### config.mk
export PLATFORM = sky130hd
export DESIGN_NAME = clksw_seq
export DESIGN_NICKNAME = d
export VERILOG_FILES = /design/src/rtl/clksw_seq_pkg.sv /design/src/rtl/clksw_sync.sv /design/src/rtl/clksw_seq.sv
export SDC_FILE = /design/constraint.sdc
export NUM_CORES = 1
export LEC_CHECK = 0
export ABC_AREA = 1
export BUFFER_PORTS_ARGS = -buffer_cell sky130_fd_sc_hd__buf_2
export CORE_AREA = 10 10 47 49
export CTS_BUF_LIST = sky130_fd_sc_hd__clkbuf_16
export CTS_CLUSTER_SIZE = 40
export DETAILED_ROUTE_END_ITERATION = 16
export DIE_AREA = 0 0 57 59
export SKIP_LAST_GASP = 1
export SLEW_MARGIN = 20
export SYNTH_ARGS = -nofsm -noshare
export SYNTH_HDL_FRONTEND = slang
export SYNTH_SLANG_ARGS = --single-unit
### constraint.sdc
create_clock -name hsclk -period 3.6 [get_ports hsclk]
set_clock_uncertainty 0.2 [all_clocks]
set_input_delay 0.18 -clock hsclk [delete_from_list [all_inputs] [get_ports hsclk]]
set_output_delay 0.18 -clock hsclk [all_outputs]
set_load 0.01 [all_outputs]
### src/rtl/clksw_seq_pkg.sv
// clksw_seq_pkg: shared constants for the CPU clock sequencer.
//   - state encoding (CLKSW_LS_RUN, CLKSW_HS_RUN, CLKSW_SYNC_LS)
//   - HS divider width
//   - CLKSW_TIMEOUT_ON: mirrors the CLKSW_TIMEOUT_EN build macro (default: disabled)
package clksw_seq_pkg;

  localparam int unsigned CLKSW_STATE_W = 2;
  localparam int unsigned CLKSW_DIV_W   = 2;

  localparam logic [CLKSW_STATE_W-1:0] CLKSW_LS_RUN  = 2'd0;
  localparam logic [CLKSW_STATE_W-1:0] CLKSW_HS_RUN  = 2'd1;
  localparam logic [CLKSW_STATE_W-1:0] CLKSW_SYNC_LS = 2'd2;

`ifdef CLKSW_TIMEOUT_EN
  localparam bit CLKSW_TIMEOUT_ON = 1'b1;
`else
  localparam bit CLKSW_TIMEOUT_ON = 1'b0;
`endif

endpackage

### src/rtl/clksw_sync.sv
// clksw_sync: STAGES-deep flop synchroniser, asynchronous active-low reset to 0.
// Ports:
//   i_clk    destination clock
//   i_rst_n  asynchronous active-low reset
//   i_d      asynchronous input
//   o_q      synchronised output (last stage)
module clksw_sync #(
  parameter int unsigned STAGES = 2
) (
  input  logic i_clk,
  input  logic i_rst_n,
  input  logic i_d,
  output logic o_q
);

  logic [STAGES-1:0] r_sync;

  always_ff @(posedge i_clk or negedge i_rst_n) begin
    if (!i_rst_n) begin
      r_sync <= '0;
    end else begin
      r_sync <= {r_sync[STAGES-2:0], i_d};
    end
  end

  assign o_q = r_sync[STAGES-1];

endmodule

### src/rtl/clksw_seq.sv
// clksw_seq: glitch-free CPU clock sequencer running entirely in the hsclk domain.
// Chooses between a divided hsclk (HS) and a synchronised BBC 2MHz clock (LS) and drives the
// registered phi2 clock. Mode switches happen only at phase boundaries.
// Ports:
//   hsclk       sole clock
//   resetb      asynchronous active-low reset
//   lsclk_in    BBC phi0-derived clock, asynchronous to hsclk
//   srst_b      synchronous active-low soft reset, forces LS mode (keeps to_err)
//   hs_en       HS enable; when 0 hs_req is ignored
//   hs_req      HS clock request
//   hs_div_sel  HS half-period = hs_div_sel+1 hsclk cycles, sampled at phase reload
//   cpuclk_q    registered CPU phi2 clock
//   hs_active   1 while in HS_RUN
//   busy        1 while in SYNC_LS
//   to_err      sticky LS-resync timeout flag
// Build option: define CLKSW_TIMEOUT_EN to give SYNC_LS a TO_W-bit timeout that falls back to
// LS_RUN and sets to_err. Without it SYNC_LS waits for ls_fall indefinitely and to_err is 0.
module clksw_seq
  import clksw_seq_pkg::*;
#(
  parameter int unsigned SYNC_STAGES = 2,
  parameter int unsigned TO_W        = 6
) (
  input  logic                   hsclk,
  input  logic                   resetb,
  input  logic                   lsclk_in,
  input  logic                   srst_b,
  input  logic                   hs_en,
  input  logic                   hs_req,
  input  logic [CLKSW_DIV_W-1:0] hs_div_sel,
  output logic                   cpuclk_q,
  output logic                   hs_active,
  output logic                   busy,
  output logic                   to_err
);

  if (SYNC_STAGES < 2 || TO_W < 1) begin : g_param_chk
    $error("clksw_seq: SYNC_STAGES must be >= 2 and TO_W >= 1");
  end

  logic                     w_ls_s;
  logic                     w_ls_fall;
  logic                     w_req;
  logic                     r_ls_d;
  logic [CLKSW_STATE_W-1:0] r_state;
  logic [CLKSW_STATE_W-1:0] w_state_d;
  logic                     r_cpuclk;
  logic                     w_cpuclk_d;
  logic [CLKSW_DIV_W-1:0]   r_cnt;
  logic [CLKSW_DIV_W-1:0]   w_cnt_d;

  clksw_sync #(
    .STAGES (SYNC_STAGES)
  ) u_sync (
    .i_clk   (hsclk),
    .i_rst_n (resetb),
    .i_d     (lsclk_in),
    .o_q     (w_ls_s)
  );

  assign w_ls_fall = r_ls_d & ~w_ls_s;
  assign w_req     = hs_req & hs_en;

`ifdef CLKSW_TIMEOUT_EN
  logic [TO_W-1:0] r_to_cnt;
  logic [TO_W-1:0] w_to_inc;
  logic            w_to_hit;
  logic            r_to_err;

  assign w_to_inc = r_to_cnt + 1'b1;
`endif

  always_comb begin
    w_state_d  = r_state;
    w_cpuclk_d = r_cpuclk;
    w_cnt_d    = r_cnt;
`ifdef CLKSW_TIMEOUT_EN
    w_to_hit   = 1'b0;
`endif
    case (r_state)
      CLKSW_LS_RUN: begin
        w_cpuclk_d = w_ls_s;
        // At ls_fall the LS clock has just gone low, so HS can start with a full low phase.
        if (w_req && w_ls_fall) begin
          w_state_d  = CLKSW_HS_RUN;
          w_cpuclk_d = 1'b0;
          w_cnt_d    = hs_div_sel;
        end
      end
      CLKSW_HS_RUN: begin
        if (r_cnt == '0) begin
          w_cpuclk_d = ~r_cpuclk;
          w_cnt_d    = hs_div_sel;
          // Request is only honoured at the start of a low phase.
          if (r_cpuclk && !w_req) begin
            w_state_d = CLKSW_SYNC_LS;
          end
        end else begin
          w_cnt_d = r_cnt - 1'b1;
        end
      end
      CLKSW_SYNC_LS: begin
        w_cpuclk_d = 1'b0;
        if (w_ls_fall) begin
          w_state_d  = CLKSW_LS_RUN;
          w_cpuclk_d = w_ls_s;
        end
`ifdef CLKSW_TIMEOUT_EN
        else if (&w_to_inc) begin
          w_state_d  = CLKSW_LS_RUN;
          w_cpuclk_d = w_ls_s;
          w_to_hit   = 1'b1;
        end
`endif
      end
      default: begin
        w_state_d  = CLKSW_LS_RUN;
        w_cpuclk_d = 1'b0;
      end
    endcase
    if (!srst_b) begin
      w_state_d  = CLKSW_LS_RUN;
      w_cpuclk_d = 1'b0;
      w_cnt_d    = '0;
`ifdef CLKSW_TIMEOUT_EN
      w_to_hit   = 1'b0;
`endif
    end
  end

  always_ff @(posedge hsclk or negedge resetb) begin
    if (!resetb) begin
      r_ls_d   <= 1'b0;
      r_state  <= CLKSW_LS_RUN;
      r_cpuclk <= 1'b0;
      r_cnt    <= '0;
    end else begin
      r_ls_d   <= w_ls_s;
      r_state  <= w_state_d;
      r_cpuclk <= w_cpuclk_d;
      r_cnt    <= w_cnt_d;
    end
  end

`ifdef CLKSW_TIMEOUT_EN
  // Counter sits at 0 outside SYNC_LS, so it is already clear on entry.
  always_ff @(posedge hsclk or negedge resetb) begin
    if (!resetb) begin
      r_to_cnt <= '0;
      r_to_err <= 1'b0;
    end else begin
      r_to_cnt <= (r_state == CLKSW_SYNC_LS && srst_b) ? w_to_inc : '0;
      r_to_err <= r_to_err | w_to_hit;
    end
  end

  assign to_err = r_to_err;
`else
  assign to_err = 1'b0;
`endif

  assign cpuclk_q  = r_cpuclk;
  assign hs_active = (r_state == CLKSW_HS_RUN);
  assign busy      = (r_state == CLKSW_SYNC_LS);

endmodule

==> impl_metrics.tcl, run 1 <==
set metrics [dict create \
    hpwlAfterDp_um 794.1 \
    ys_seq_area_share_pct 45.98 \
    rows 14 \
    finalMaxSlewViolations 0 \
    post_cts_buffers 0 \
    dr.pass1.iters 4 \
    tns_ps 0 \
    clk_pin_slew_ps 30 \
    diodes 0 \
    syn_to_final_growth_pct 36.21 \
    yosysWarningCount 0 \
    finalWorstSetupSlack_ps 2222 \
    via_per_inst 4.389 \
    routabilityCongestion 0.8272 \
    grt_pass1_wl_um 1704 \
    power_density_nw_per_um2 739.7 \
    dp_slack_ps 2313 \
    wl_per_cell_um 11.03 \
    outcome "finished, final reports clean" \
    gr-total-overflow 0 \
    totalWireLength_um 993 \
    die_y_um 59 \
    vias 395 \
    drtIter0Drc 6 \
    whs_endpoint "cpuclk_q" \
    drc 0 \
    crit_path_max_fanout 3 \
    synth_nets 68 \
    end_kind "output port" \
    port_buffers 10 \
    timing.hold.ws_ps 69.01 \
    crit_arrival_ps 1000 \
    path_class "register to output port" \
    start_util_pct 31.07 \
    max_freq_mhz 725.8 \
    grt_pass1_vias 398 \
    ys_types 14 \
    io_pins 12 \
    grt_use_total_pct 6.475 \
    syn-cell-area_um2 435.4 \
    cts_root_buf "clkbuf_16" \
    die_area_um2 3363 \
    rrSetupSlack_ps 2300 \
    timing.rr.start "r_state[1]" \
    drive_gt1_share_pct 28.38 \
    syn_inst 60 \
    r2r.worst_path.cells 6 \
    numCtsBuffers 3 \
    p_leak_nw 0.3293 \
    design_power_total_mw 0.4387 \
    synth_area_per_cell_um2 7.257 \
    hold_viol 0 \
    cts_buffer_depth 2 \
    cts_max_level 1 \
    ant_nets 0 \
    die-width_um 57 \
    min_period_over_period_pct 38.27 \
    finalNetCount 84 \
    cts_tree "built" \
    fillers 153 \
    insertion_delay_ps 230 \
    ys_ff_latch 8 \
    crit_required_ps 3220 \
    min_period_ps 1378 \
    antenna_found_initial 0 \
    grt_max_degree 9 \
    core_area_um2 1401 \
    min_from "srst_b" \
    cts.sinks 8 \
    max-vdd-ir-drop_mv 0.3538 \
    hp-class "input port to register" \
    r2r_end "cpuclk_q" \
    rsz0062_at_grt "no" \
    worstHoldPathCells 3 \
    finalSetupViolations 0 \
    drv_cap 0 \
    startpoint_type "register" \
]
layout make-up:
class | instances | area (um2) | share of cell area [%]
clock buffers | 3 | 75.07 | 12.66
inverters | 11 | 41.29 | 6.962
multi-input cells | 40 | 186.4 | 31.43
flip-flops and latches | 8 | 200.2 | 33.76
repair buffers | 12 | 70.07 | 11.81
well taps | 16 | 20.02 | 3.376
cell usage after synthesis:
cell      number  area [um2]
conb_1         1       3.750
o22ai_1        1       6.260
nand3_1        4       20.02
inv_2          2       7.510
o21bai_1       1       7.510
dfrtp_1        8       200.2
nand2_2        4       25.02
buf_4          1       7.510
nand4_1        2       12.51
inv_1          9       33.78
nand2_1       12       45.04
o21ai_0        4       20.02
nor2_1         9       33.78
nor2_2         2       12.51
cells by family after synthesis:
kind of cell / count (synthesis) / share of synthesized area (%)
AOI/OAI and AO/OA: 6 / 7.760
buffers and inverters: 12 / 11.21
DFF: 8 / 45.98
other: 1 / 0.8612
and+or+nand+nor: 33 / 34.19
metrics by stage:
stage               std cells  area [um2]  util [%]
global route               90       593.1     42.32
floorplan                  60       435.4         -
finish                     90       593.1     42.32
global placement           85       498.0     35.54
detailed placement         85       498.0     35.54
CTS                        90       593.1     42.32
cells in the final DEF (no fill, tap or decap):
master         netlist  routed
nor2_2               2       2
o21bai_1             1       1
inv_1                9       9
conb_1               1       1
dlygate4sd3_1        0       2
o21ai_0              4       4
dfrtp_1              8       8
nor2_1               9       9
buf_2                0      10
o22ai_1              1       1
nand3_1              4       4
clkbuf_16            0       3
nand2_2              4       4
nand4_1              2       2
nand2_1             12      12
inv_2                2       2
worst max-delay path, stage by stage, from the launching register on:
cell	delay, ps
dfrtp_1	380
inv_2	50
nor2_1	170
buf_2	170
worst max-delay path by stage:
stage,from,endpoint
4_1_cts,r_state[1],busy
2_1_floorplan,r_state[1],r_state[1]
5_1_grt,r_state[1],cpuclk_q
3_5_place_dp,r_state[1],cpuclk_q
3_3_place_gp,r_state[1],cpuclk_q
6_report,r_state[0],hs_active
sequential cells by signal (all words and copies together) (netlist names):
name,count
cpuclk_q,1
r_cnt,2
r_ls_d,1
r_state,2
u_sync.r_sync,2
per-layer routing:
metal	routed length, um	vias up	GRT usage [%]	part of all wire, %
li1	-	217	-	-
met1	440	164	7.479	44
met5	0	-	0	0
met3	77	4	3.219	7.8
met2	454	10	9.302	46
met4	20	0	4.027	2.0
what timing repair did:
action,4_1_cts,5_1_grt
hold endpoints to repair,9,0
gates resized for setup,0,0
hold buffers,2,0
power breakdown:
group          internal [mW]  switching (mW)
Clock                  0.143          0.0396
Combinational         0.0475          0.0781
Sequential             0.111          0.0194
Total                  0.302           0.137
Note: power is estimated with default switching activity, not from simulation.
==> run 2, diff against run 1 <==
ABC_AREA = 0   (was 1)
clock period = 1.15 ns   (was 3.6 ns; I/O delays follow)
==> run 2 against run 1 <==
Against the previous run: the run now ends with negative setup slack left; first-iteration DRC count decreased by 50%; critical path depth unchanged; cell count decreased by 5.6%; sequential cell count unchanged; critical endpoint is now r_cnt[1]; largest cell class is now multi-input gates.
==> impl_metrics.tcl, run 2 <==
set metrics [dict create \
    synth_area_per_cell_um2 9.950 \
    violations "negative setup slack" \
    design_power_total_mw 1.001 \
    core_area_um2 1401 \
    path_class "register to register" \
    switching_share_pct 19.76 \
    finalWorstSetupSlack_ps -214.5 \
    drive_gt1_share_pct 53.62 \
    cts_buffer_depth 2 \
    mostFrequentLayoutCells "dfrtp_1, buf_2, buf_4, dlygate4sd3_1" \
    antenna_found_initial 0 \
    crit_arrival_ps 1280 \
    tns_ps -955.4 \
    placed_cell_area_um2 531.8 \
    crit_path_max_fanout 4 \
    drv_cap 0 \
    grt_use_total_pct 7.043 \
    finalSetupViolations 7 \
    combPwrFrac_pct 10.9 \
    synth_edf_count 0 \
    hp-class "input port to register" \
    die_area_um2 3363 \
    reg.largest.list "r_cnt (2), r_state (2), u_sync.r_sync (2)" \
    startpoint_type "register" \
    power.share.sequential_pct 30.2 \
    ys_types 25 \
    wl_per_cell_um 14.11 \
    diodes 0 \
    dr.pass1.iters 2 \
    finalMaxSlewViolations 0 \
    gr-total-overflow 0 \
    die-width_um 57 \
    start_util_pct 29.82 \
    cts_tree "built" \
    hpwlAfterDp_um 795.7 \
    max-vdd-ir-drop_mv 1.604 \
    rsz0062_at_grt "yes" \
    vias 428 \
    grt_max_degree 9 \
    via_per_inst 5.035 \
    syn_inst 42 \
    multi_input_area_um2 242.7 \
    port_buffers 10 \
    ant_nets 0 \
    fillers 120 \
    cts_max_level 1 \
    routabilityCongestion 0.7360 \
    end_kind "register" \
    crit_required_ps 1060 \
    seq_area_um2 200.2 \
    clk_pin_slew_ps 40 \
    grt_pass1_wl_um 1842 \
    insertion_delay_ps 230 \
    drc 0 \
    syn-cell-area_um2 417.9 \
    synth-async-reset-ratio_pct 100.0 \
    power_density_nw_per_um2 1352 \
    syn_to_final_growth_pct 77.25 \
    grt_pass1_vias 455 \
    max_freq_mhz 732.9 \
    synth_top_area_cell "dfrtp_1" \
    numCtsBuffers 3 \
    min_period_ps 1364 \
    yosysWarningCount 0 \
    hold_viol 0 \
    clockPowerShare_pct 58.9 \
    timing.hold.ws_ps 48.32 \
    ys_seq_area_share_pct 47.90 \
    totalWireLength_um 1199 \
    p_leak_nw 0.3608 \
    cts.sinks 8 \
    yosys-top-cells-count "dfrtp_1, nand2_1, a21oi_1, nor2_1" \
    ys.flop_type "dfrtp_1" \
    yosysMostFrequentCell "dfrtp_1" \
    drtIter0Drc 3 \
    min_period_over_period_pct 118.6 \
    switching_power_mw 0.1978 \
    synth_area_leaders "dfrtp_1, a21oi_1, a211oi_1, nand2_1, a211oi_2" \
    finalNetCount 79 \
    final_cell_area_um2 740.7 \
    synth_top_area_share_pct 47.90 \
    synth_nets 50 \
    ys_ff_latch 8 \
    internal_power_mw 0.8035 \
    io_pins 12 \
    outcome "finished, violations left" \
    die_y_um 59 \
    rows 14 \
    cts_root_buf "clkbuf_16" \
]
run 2: critical path, cell delays in order (launching register included):
cell and delay [ps]:
dfrtp_1 380, and4b_2 340, mux2i_1 230, a211oi_2 80
run 2: layout make-up:
cell class,instances,area share (%)
multi-input combinational,31,32.77
sequential,8,27.03
timing repair buffer,25,26.35
clock buffer,3,10.14
tap,16,2.703
inverter,2,1.014
run 2: metal layers:
| layer | vias to the layer above | track usage, % | share of wire, % |
|---|---|---|---|
| li1 | 205 | - | - |
| met1 | 210 | 5.797 | 35 |
| met2 | 11 | 12.09 | 55 |
| met3 | 2 | 3.648 | 6.8 |
| met4 | 0 | 6.376 | 2.8 |
| met5 | - | 0 | 0 |
run 2: logic make-up after synthesis:
kind of cell | after synthesis | share of synthesized area [%]
compound gates | 12 | 20.66
xor+xnor | 1 | 2.096
buf+inv | 3 | 3.594
flops | 8 | 47.90
mux | 1 | 2.395
other cells | 1 | 0.8973
simple gates | 16 | 22.46
run 2: power by group through the flow:
stage | Sequential [mW] | Clock (mW) | Combinational [mW]
after floorplan | 0.306 | 0 | 0.0353
after global placement | 0.305 | 0 | 0.0754
after detailed placement | 0.306 | 0 | 0.0753
after CTS | 0.302 | 0.596 | 0.0993
after global routing | 0.303 | 0.606 | 0.119
final | 0.303 | 0.589 | 0.109
run 2: through the flow:
step / setup slack, ps / cells / util (%)
after floorplan: -145.2 / 42 / -
after global placement: -157.0 / 73 / 37.95
after detailed placement: -199.2 / 73 / 37.95
after CTS: -213.6 / 84 / 50.45
after global routing: -217.1 / 85 / 52.86
final: -214.5 / 85 / 52.86
run 2: worst paths after layout:
kind | start | endpoint | slack, ps | cells past startpoint
min in group asynchronous | resetb | r_state[1] | 540 | 3
hold reg to reg | u_sync.r_sync[0] | u_sync.r_sync[1] | 160 | 0
setup reg to reg | u_sync.r_sync[1] | r_cnt[1] | -210 | 3
setup / recovery | u_sync.r_sync[1] | r_cnt[1] | -210 | 3
hold / removal | hs_en | r_state[0] | 50 | 4
max in group asynchronous | resetb | cpuclk_q | 70 | 3
run 2: what timing repair did:
| item | in CTS | in global routing |
|---|---|---|
| gates cloned | 0 | 0 |
| endpoints found under the setup margin | 7 | 15 |
| pin swaps | 4 | 2 |
| buffers inserted | 3 | 1 |
| gates resized for setup | 6 | 6 |
| hold endpoints to repair | 12 | 0 |
| hold buffers | 5 | 0 |
